<file path="src/rtl/tlb_array_lru_if.sv">
// Request/response bundle between the TLB controller (master) and the
// set-associative TLB array (slave).
interface tlb_array_lru_if #(
    parameter int unsigned VPN_W    = 20,
    parameter int unsigned PPN_W    = 20,
    parameter int unsigned PERM_W   = 2,
    parameter int unsigned WAY_BITS = 2
);
    logic                lookup_valid;
    logic                lookup_ready;
    logic [VPN_W-1:0]    lookup_vpn;
    logic                resp_valid;
    logic                resp_hit;
    logic [WAY_BITS-1:0] resp_way;
    logic [PPN_W-1:0]    resp_ppn;
    logic [PERM_W-1:0]   resp_perms;
    logic                fill_valid;
    logic                fill_ready;
    logic [VPN_W-1:0]    fill_vpn;
    logic [PPN_W-1:0]    fill_ppn;
    logic [PERM_W-1:0]   fill_perms;
    logic                inv_valid;
    logic                inv_ready;
    logic [VPN_W-1:0]    inv_vpn;
    logic                flush_req;
    logic                flush_busy;
    logic                flush_done;

    modport master (
        output lookup_valid, lookup_vpn,
        output fill_valid, fill_vpn, fill_ppn, fill_perms,
        output inv_valid, inv_vpn,
        output flush_req,
        input  lookup_ready, fill_ready, inv_ready,
        input  resp_valid, resp_hit, resp_way, resp_ppn, resp_perms,
        input  flush_busy, flush_done
    );

    modport slave (
        input  lookup_valid, lookup_vpn,
        input  fill_valid, fill_vpn, fill_ppn, fill_perms,
        input  inv_valid, inv_vpn,
        input  flush_req,
        output lookup_ready, fill_ready, inv_ready,
        output resp_valid, resp_hit, resp_way, resp_ppn, resp_perms,
        output flush_busy, flush_done
    );
endinterface

</file>
<file path="src/rtl/tlb_array_lru.sv">
// Set-associative TLB array with registered lookup, true-LRU ages per set,
// victim selection on fill, single-entry invalidate and a set-by-set flush.
module tlb_array_lru #(
    parameter int unsigned NUM_SETS = 16,
    parameter int unsigned NUM_WAYS = 4,
    parameter int unsigned VPN_W    = 20,
    parameter int unsigned PPN_W    = 20,
    parameter int unsigned PERM_W   = 2,
    parameter int unsigned SET_BITS = $clog2(NUM_SETS),
    parameter int unsigned WAY_BITS = $clog2(NUM_WAYS)
) (
    input  logic           clk,
    input  logic           rst,
    tlb_array_lru_if.slave bus
);

    localparam logic [WAY_BITS-1:0] AGE_MAX  = WAY_BITS'(NUM_WAYS - 1);
    localparam logic [SET_BITS-1:0] SET_LAST = SET_BITS'(NUM_SETS - 1);

    typedef enum logic [1:0] {
        S_IDLE,
        S_FLUSH,
        S_DONE
    } state_t;

    // Entry storage
    logic [NUM_WAYS-1:0] valid_q [NUM_SETS];
    logic [WAY_BITS-1:0] age_q   [NUM_SETS][NUM_WAYS];
    logic [VPN_W-1:0]    vpn_q   [NUM_SETS][NUM_WAYS];
    logic [PPN_W-1:0]    ppn_q   [NUM_SETS][NUM_WAYS];
    logic [PERM_W-1:0]   perms_q [NUM_SETS][NUM_WAYS];

    // Flush FSM
    state_t              state_q;
    logic [SET_BITS-1:0] cnt_q;
    logic                flush_busy_q;
    logic                flush_done_q;

    // Registered response
    logic                resp_valid_q;
    logic                resp_hit_q;
    logic [WAY_BITS-1:0] resp_way_q;
    logic [PPN_W-1:0]    resp_ppn_q;
    logic [PERM_W-1:0]   resp_perms_q;

    // Command arbitration and shared tag compare
    logic                inv_ready;
    logic                fill_ready;
    logic                lookup_ready;
    logic                do_inv;
    logic                do_fill;
    logic                do_lookup;
    logic [VPN_W-1:0]    cmd_vpn;
    logic [SET_BITS-1:0] cmd_set;
    logic                cmd_hit;
    logic [WAY_BITS-1:0] cmd_way;
    logic                free_found;
    logic [WAY_BITS-1:0] free_way;
    logic [WAY_BITS-1:0] old_way;
    logic [WAY_BITS-1:0] fill_way;
    logic                touch_en;
    logic [WAY_BITS-1:0] touch_way;
    logic [WAY_BITS-1:0] touch_age;
    logic [WAY_BITS-1:0] age_touch [NUM_WAYS];

    assign inv_ready    = !flush_busy_q;
    assign fill_ready   = !flush_busy_q && !bus.inv_valid;
    assign lookup_ready = !flush_busy_q && !bus.inv_valid && !bus.fill_valid;

    assign do_inv    = bus.inv_valid    && inv_ready;
    assign do_fill   = bus.fill_valid   && fill_ready;
    assign do_lookup = bus.lookup_valid && lookup_ready;

    // Only the highest-priority pending command can be accepted, so a single
    // tag compare on its VPN serves inv, fill and lookup alike.
    always_comb begin
        cmd_vpn    = bus.inv_valid  ? bus.inv_vpn  :
                     bus.fill_valid ? bus.fill_vpn : bus.lookup_vpn;
        cmd_set    = cmd_vpn[SET_BITS-1:0];
        cmd_hit    = 1'b0;
        cmd_way    = '0;
        free_found = 1'b0;
        free_way   = '0;
        old_way    = '0;
        for (int unsigned w = 0; w < NUM_WAYS; w++) begin
            if (!cmd_hit && valid_q[cmd_set][w] && (vpn_q[cmd_set][w] == cmd_vpn)) begin
                cmd_hit = 1'b1;
                cmd_way = WAY_BITS'(w);
            end
            if (!free_found && !valid_q[cmd_set][w]) begin
                free_found = 1'b1;
                free_way   = WAY_BITS'(w);
            end
            if (age_q[cmd_set][w] == AGE_MAX) begin
                old_way = WAY_BITS'(w);
            end
        end
        fill_way = cmd_hit ? cmd_way : (free_found ? free_way : old_way);
    end

    // LRU touch: ways younger than the touched way age by one, touched way becomes 0.
    always_comb begin
        touch_en  = do_fill || (do_lookup && cmd_hit);
        touch_way = do_fill ? fill_way : cmd_way;
        touch_age = age_q[cmd_set][touch_way];
        for (int unsigned w = 0; w < NUM_WAYS; w++) begin
            if (WAY_BITS'(w) == touch_way) begin
                age_touch[w] = '0;
            end else if (age_q[cmd_set][w] < touch_age) begin
                age_touch[w] = age_q[cmd_set][w] + 1'b1;
            end else begin
                age_touch[w] = age_q[cmd_set][w];
            end
        end
    end

    // Flush sequencer: walk every set once, then a one-cycle done pulse.
    always_ff @(posedge clk) begin
        if (rst) begin
            state_q      <= S_IDLE;
            cnt_q        <= '0;
            flush_busy_q <= 1'b0;
            flush_done_q <= 1'b0;
        end else begin
            case (state_q)
                S_IDLE: begin
                    flush_done_q <= 1'b0;
                    if (bus.flush_req) begin
                        state_q      <= S_FLUSH;
                        cnt_q        <= '0;
                        flush_busy_q <= 1'b1;
                    end
                end
                S_FLUSH: begin
                    cnt_q <= cnt_q + 1'b1;
                    if (cnt_q == SET_LAST) begin
                        state_q      <= S_DONE;
                        flush_busy_q <= 1'b0;
                        flush_done_q <= 1'b1;
                    end
                end
                S_DONE: begin
                    state_q      <= S_IDLE;
                    flush_done_q <= 1'b0;
                end
                default: begin
                    state_q      <= S_IDLE;
                    flush_busy_q <= 1'b0;
                    flush_done_q <= 1'b0;
                end
            endcase
        end
    end

    // Valid bits and ages: reset/flush restore, invalidate, fill install, LRU touch.
    always_ff @(posedge clk) begin
        if (rst) begin
            for (int unsigned s = 0; s < NUM_SETS; s++) begin
                valid_q[s] <= '0;
                for (int unsigned w = 0; w < NUM_WAYS; w++) begin
                    age_q[s][w] <= WAY_BITS'(w);
                end
            end
        end else if (state_q == S_FLUSH) begin
            valid_q[cnt_q] <= '0;
            for (int unsigned w = 0; w < NUM_WAYS; w++) begin
                age_q[cnt_q][w] <= WAY_BITS'(w);
            end
        end else begin
            if (do_inv && cmd_hit) begin
                valid_q[cmd_set][cmd_way] <= 1'b0;
            end
            if (do_fill) begin
                valid_q[cmd_set][fill_way] <= 1'b1;
            end
            if (touch_en) begin
                for (int unsigned w = 0; w < NUM_WAYS; w++) begin
                    age_q[cmd_set][w] <= age_touch[w];
                end
            end
        end
    end

    // Translation payload written on fill; content is only observed behind valid.
    always_ff @(posedge clk) begin
        if (do_fill) begin
            vpn_q[cmd_set][fill_way]   <= bus.fill_vpn;
            ppn_q[cmd_set][fill_way]   <= bus.fill_ppn;
            perms_q[cmd_set][fill_way] <= bus.fill_perms;
        end
    end

    // Lookup response, valid for exactly the cycle after acceptance.
    always_ff @(posedge clk) begin
        if (rst) begin
            resp_valid_q <= 1'b0;
            resp_hit_q   <= 1'b0;
            resp_way_q   <= '0;
            resp_ppn_q   <= '0;
            resp_perms_q <= '0;
        end else begin
            resp_valid_q <= do_lookup;
            resp_hit_q   <= do_lookup && cmd_hit;
            if (do_lookup && cmd_hit) begin
                resp_way_q   <= cmd_way;
                resp_ppn_q   <= ppn_q[cmd_set][cmd_way];
                resp_perms_q <= perms_q[cmd_set][cmd_way];
            end else begin
                resp_way_q   <= '0;
                resp_ppn_q   <= '0;
                resp_perms_q <= '0;
            end
        end
    end

    assign bus.inv_ready    = inv_ready;
    assign bus.fill_ready   = fill_ready;
    assign bus.lookup_ready = lookup_ready;
    assign bus.resp_valid   = resp_valid_q;
    assign bus.resp_hit     = resp_hit_q;
    assign bus.resp_way     = resp_way_q;
    assign bus.resp_ppn     = resp_ppn_q;
    assign bus.resp_perms   = resp_perms_q;
    assign bus.flush_busy   = flush_busy_q;
    assign bus.flush_done   = flush_done_q;

endmodule

</file>
<file path="src/flat_wrapper.sv">
// flat-port wrapper written by rule: the top's interface ports become plain ports
module tlb_array_lru_flat 
#(
    parameter int unsigned NUM_SETS = 16,
    parameter int unsigned NUM_WAYS = 4,
    parameter int unsigned VPN_W    = 20,
    parameter int unsigned PPN_W    = 20,
    parameter int unsigned PERM_W   = 2,
    parameter int unsigned SET_BITS = $clog2(NUM_SETS),
    parameter int unsigned WAY_BITS = $clog2(NUM_WAYS)
)
  (clk, rst, bus_lookup_valid, bus_lookup_vpn, bus_fill_valid, bus_fill_vpn, bus_fill_ppn, bus_fill_perms, bus_inv_valid, bus_inv_vpn, bus_flush_req, bus_lookup_ready, bus_fill_ready, bus_inv_ready, bus_resp_valid, bus_resp_hit, bus_resp_way, bus_resp_ppn, bus_resp_perms, bus_flush_busy, bus_flush_done);
  tlb_array_lru_if #(.VPN_W(VPN_W), .PPN_W(PPN_W), .PERM_W(PERM_W), .WAY_BITS(WAY_BITS)) bus_i ();
  input  logic clk;
  input  logic rst;
  input wire logic [$bits(bus_i.lookup_valid)-1:0] bus_lookup_valid;
  input wire logic [$bits(bus_i.lookup_vpn)-1:0] bus_lookup_vpn;
  input wire logic [$bits(bus_i.fill_valid)-1:0] bus_fill_valid;
  input wire logic [$bits(bus_i.fill_vpn)-1:0] bus_fill_vpn;
  input wire logic [$bits(bus_i.fill_ppn)-1:0] bus_fill_ppn;
  input wire logic [$bits(bus_i.fill_perms)-1:0] bus_fill_perms;
  input wire logic [$bits(bus_i.inv_valid)-1:0] bus_inv_valid;
  input wire logic [$bits(bus_i.inv_vpn)-1:0] bus_inv_vpn;
  input wire logic [$bits(bus_i.flush_req)-1:0] bus_flush_req;
  output wire logic [$bits(bus_i.lookup_ready)-1:0] bus_lookup_ready;
  output wire logic [$bits(bus_i.fill_ready)-1:0] bus_fill_ready;
  output wire logic [$bits(bus_i.inv_ready)-1:0] bus_inv_ready;
  output wire logic [$bits(bus_i.resp_valid)-1:0] bus_resp_valid;
  output wire logic [$bits(bus_i.resp_hit)-1:0] bus_resp_hit;
  output wire logic [$bits(bus_i.resp_way)-1:0] bus_resp_way;
  output wire logic [$bits(bus_i.resp_ppn)-1:0] bus_resp_ppn;
  output wire logic [$bits(bus_i.resp_perms)-1:0] bus_resp_perms;
  output wire logic [$bits(bus_i.flush_busy)-1:0] bus_flush_busy;
  output wire logic [$bits(bus_i.flush_done)-1:0] bus_flush_done;
  assign bus_i.lookup_valid = bus_lookup_valid;
  assign bus_i.lookup_vpn = bus_lookup_vpn;
  assign bus_i.fill_valid = bus_fill_valid;
  assign bus_i.fill_vpn = bus_fill_vpn;
  assign bus_i.fill_ppn = bus_fill_ppn;
  assign bus_i.fill_perms = bus_fill_perms;
  assign bus_i.inv_valid = bus_inv_valid;
  assign bus_i.inv_vpn = bus_inv_vpn;
  assign bus_i.flush_req = bus_flush_req;
  assign bus_lookup_ready = bus_i.lookup_ready;
  assign bus_fill_ready = bus_i.fill_ready;
  assign bus_inv_ready = bus_i.inv_ready;
  assign bus_resp_valid = bus_i.resp_valid;
  assign bus_resp_hit = bus_i.resp_hit;
  assign bus_resp_way = bus_i.resp_way;
  assign bus_resp_ppn = bus_i.resp_ppn;
  assign bus_resp_perms = bus_i.resp_perms;
  assign bus_flush_busy = bus_i.flush_busy;
  assign bus_flush_done = bus_i.flush_done;
  tlb_array_lru #(.NUM_SETS(NUM_SETS), .NUM_WAYS(NUM_WAYS), .VPN_W(VPN_W), .PPN_W(PPN_W), .PERM_W(PERM_W), .SET_BITS(SET_BITS), .WAY_BITS(WAY_BITS)) u_core (.clk(clk), .rst(rst), .bus(bus_i));
endmodule
</file>
<file path="config.mk">
export PLATFORM = sky130hd
export DESIGN_NAME = tlb_array_lru_flat
export DESIGN_NICKNAME = d
export VERILOG_FILES = /design/src/rtl/tlb_array_lru_if.sv /design/src/rtl/tlb_array_lru.sv /design/src/flat_wrapper.sv
export SDC_FILE = /design/constraint.sdc
export NUM_CORES = 2
export LEC_CHECK = 0
export BUFFER_PORTS_ARGS = -buffer_cell sky130_fd_sc_hd__buf_2
export CAP_MARGIN = 20
export CORE_MARGIN = 2
export CORE_UTILIZATION = 25
export CTS_CLUSTER_SIZE = 10
export DETAILED_ROUTE_END_ITERATION = 10
export PLACE_DENSITY = 0.41
export REMOVE_ABC_BUFFERS = 1
export SLEW_MARGIN = 30
export SYNTH_ARGS = -nofsm -noshare
export SYNTH_HDL_FRONTEND = slang
export SYNTH_SLANG_ARGS = --single-unit
</file>
<file path="constraint.sdc">
create_clock -name clk -period 19 [get_ports clk]
set_input_delay 0.95 -clock clk [delete_from_list [all_inputs] [get_ports clk]]
set_output_delay 0.95 -clock clk [all_outputs]
set_load 0.02 [all_outputs]
</file>
==> results by group <==
Timing
  • Skew final: around 0.040 ns
  • Number of max-slew violations in the final report: 0
  • TNS Setup: 0 ns
  • Post-route clock period utilization: 53.0%
  • Worst-margin pin slew: 1.14 ns
  • Max-slew headroom: 24.0%
  • Max Freq: 99.2 MHz
  • Final hold violations: 0
  • Final setup fails: 0
  • RSZ-0062 raised after global routing: false
  • Fin crit period: 10.08 ns

Placed design
  • Final HPWL DP: 238000 um
  • GPL Wtd Cong: 0.821
  • IO Port Bufs: 118
  • Placed cells: about 13000

Setup path
  • CP startpoint kind: input port
  • Worst Setup Path Type: input port to register
  • Most frequent cell on the critical path: buf_4
  • Worst Reg-to-Reg Cells: 16
  • Slowest stage delay, CP: around 0.73 ns
  • Worst Path Max Fanout: 100
  • WP data required: 19.63 ns
  • Crit path DAT: 10.70 ns
  • Critical path endpoint category: register
  • CP max stage cell: a2111oi_0

Detailed routing
  • Metal2 WL: 195000 um
  • Routed vias: 65300
  • Avg WL per Cell: 30.5 um
  • Vias per inst: 4.89
  • DR WL met3: 20700 um
  • Initial DRT Pass Iterations: 10
  • Final WL: 408000 um
  • First DRT Iteration DRCs: 7113
  • M1 WL: roughly 180000 um
  • Drt drc: 0
  • Max layer used: met5
  • Routed Antenna Nets: 0

GRT
  • First-pass GRT wire length: 561000 um
  • Antenna violations before repair: 29
  • Tot GR Track Use: 16.6%
  • Largest net degree at the start of global routing: between 100 and 150
  • Vias in the first global route: 66600
  • Gr ovfl total: 0

Synth
  • Area share of the largest cell type after synthesis: between 70% and 80%
  • Simple-gate share of the synthesized area: 6.29%
  • Syn Area/Cell: 17.6 um2
  • Top post-synthesis cells by area: edfxtp_1 73%, mux4_2 9.4%, mux2i_1 2.3%, nand2_1 2.1%, nand3_1 1.2%
  • Number of enable flip-flop cells after synthesis: between 2000 and 3000
  • Netlist cell types: 100
  • Synth Area in Compound Gates: 4.81%
  • Post-synth design cell area: about 120000 um2
  • Ys async rst share: 0%
  • Top FF cell, synth: edfxtp_1
  • Yosys warns: 0
  • Sequential-to-total area share from yosys stat: 74.0%
  • Main combinational cell family by area after synthesis: multiplexers
  • Synth Instances: 6702
  • Mux cell area share after synthesis: 11.9%
  • Synth Area in XOR/XNOR: less than 1%
  • Post-Synth Adder-Cell Area: less than 1%
  • Biggest area consumer among synthesized cells: edfxtp_1
  • Synth Register Bits: ~3000

Floorplanning
  • Die Area: 477000 um2
  • # IOs: around 120
  • Die W: between 600 and 700 um
  • Core footprint: 470000 um2
  • Die height: between 600 and 700 um
  • Starting Density: 25.1%
  • Rows: 252

Finish
  • Reg area: 87200 um2
  • Fraction of layout cells with a size suffix above 1: 19.7%
  • Final net count: 7090
  • Multi-input gate area: 29100 um2
  • Area growth, synth to finish: 15.8%
  • Post-Route Utilization: 29.0%
  • Fin cells: between 10000 and 15000
  • # fillers: approximately 46000

Run status
  • Status: complete, no violations

CTS
  • Post-CTS resize count: 0
  • CTS buffer count: 339
  • Clock buffer depth: 4
  • Clock Root Buffer: clkbuf_16
  • Worst-path clk slew: 0.06 ns
  • CTS tree: yes
  • Clock latency on the worst-skew pair: ~0.93 ns
  • Setup bufs post-CTS: 0
  • Hold bufs inserted after CTS: 0
  • Sink Count: 2914
  • CTS H-tree lvls: 5

Power
  • Net Sw Frac: 24.2%
  • Internal Power: approximately 11000 uW
  • PD cells: approximately 100 nW/um2
  • Reg power frac: about half
  • Peak VDD IR: 0.0000654 V
  • Switching pwr: 3450 uW
  • Clock share of power: 40.8%
  • Leak: roughly 0.043 uW
  • Gate power share: under 10%

Worst hold path
  • WHS Path Cells: 1
  • Hold crit path type: input port to register

Run
  • MaxCap Viol Count: 0
==> registers in the layout, indices dropped and copies added (netlist names) <==
name and flops:
u_core.bus.resp_valid 1, u_core.bus.resp_way 2, u_core.ppn_q 1280, u_core.perms_q 128, u_core.cnt_q 4, u_core.state_q 2
u_core.bus.resp_ppn 20, u_core.valid_q 64, u_core.bus.resp_hit 1, u_core.bus.resp_perms 2, u_core.age_q 128, u_core.vpn_q 1280
u_core.bus.flush_busy 1, u_core.bus.flush_done 1
==> final cells by class <==
cell class,instances,share of cell area [%]
Timing Repair Buffer,374,2.07
Inverter,49,0.135
Clock inverter,36,0.217
Clock buffer,443,6.63
Multi-Input combinational cell,3316,21.3
Antenna cell,5,0.00917
Sequential cell,2914,63.9
Tap cell,6223,5.71
==> synth_stat cells, drive strengths merged, types with 11 or more instances <==
cell,instances
nor2b,14
mux2,15
o211ai,46
nand2b,49
buf,230
edfxtp,2880
a21oi,208
o2111ai,45
o21ai,49
a31oi,32
inv,49
nor2,315
nor3,59
a222oi,25
o21a,15
a32oi,33
o311ai,11
nor3b,13
nor4,14
o22ai,34
clkbuf,193
xor2,34
mux4,494
nand3b,18
nand2,668
a22oi,63
o21bai,65
a221oi,24
mux2i,272
and3,91
xnor2,95
dfxtp,34
a211oi,15
o32ai,11
a21o,13
nand4,38
nand3,280
==> critical path, delay by kind of cell <==
kind / cells / cell delay, ns
fa+ha+maj: 1 / 0.32
simple gates: 8 / 2.16
compound gates: 8 / 3.05
buf+inv: 8 / 3.46
mux: 1 / 0.40
==> through the flow <==
step	hold WS, ns	cell area, um2	worst slack (ns)	total power, uW
floorplan	0.522	116000	-12.25	8200
global placement	0.493	127000	7.73	8560
detailed placement	0.494	127000	7.91	8570
CTS	0.386	136000	8.87	14400
global route	0.434	136000	8.65	14700
finish	0.465	136000	8.92	14200
==> worst paths after layout <==
path                         start               endpoint  slack (ns)
max                  bus_inv_valid     u_core.age_q[5][5]        8.92
min               bus_fill_vpn[14]    u_core.vpn_q[5][34]        0.46
max reg2reg    u_core.vpn_q[7][49]     u_core.age_q[5][5]       12.74
min reg2reg  u_core.bus.flush_done  u_core.bus.flush_done        0.51
==> power groups by stage <==
stage | Sequential, uW | Clock (uW) | Combinational (uW)
4_1_cts | 7100 | 5960 | 1340
6_report | 7100 | 5820 | 1320
2_1_floorplan | 7230 | 0 | 967
3_5_place_dp | 7230 | 0 | 1340
3_3_place_gp | 7230 | 0 | 1330
5_1_grt | 7100 | 6190 | 1400
==> layout by cell type, fill, tap and decap left out, types with 25 or more instances in the layout <==
master / netlist / final
buf_2: 127 / 115
inv_1: 49 / 48
nand2b_1: 49 / 49
edfxtp_1: 2880 / 2880
o21ai_0: 38 / 36
mux4_2: 490 / 490
o2111ai_1: 45 / 45
o211ai_1: 46 / 46
dfxtp_1: 34 / 34
mux2i_1: 270 / 266
a32oi_1: 33 / 33
nor2_4: 2 / 70
buf_4: 25 / 233
o22ai_1: 32 / 32
xor2_1: 34 / 34
a31oi_1: 26 / 26
a22oi_1: 63 / 63
and3_1: 91 / 89
nand2_1: 666 / 660
nand4_1: 38 / 38
xnor2_1: 95 / 95
a222oi_1: 25 / 25
nor3_1: 59 / 57
a21oi_1: 197 / 192
nor2_1: 313 / 240
nand3_1: 280 / 280
clkbuf_1: 192 / 95
o21bai_1: 65 / 65
clkbuf_16: 0 / 346
==> metal layers <==
| layer | track usage [%] | vias to the layer above |
|---|---|---|
| li1 | - | 27400 |
| met3 | 2.07 | 556 |
| met1 | 23.0 | 35200 |
| met4 | 4.30 | 6 |
| met2 | 27.6 | 2146 |
| met5 | 0 | - |
==> kinds of logic after synthesis <==
group           after synthesis
compound gates              779
xor+xnor                    129
fa+ha+maj                     8
buf+inv                     472
flops                      2914
mux                         781
simple gates               1619
Note: power is estimated with default switching activity, not from simulation.
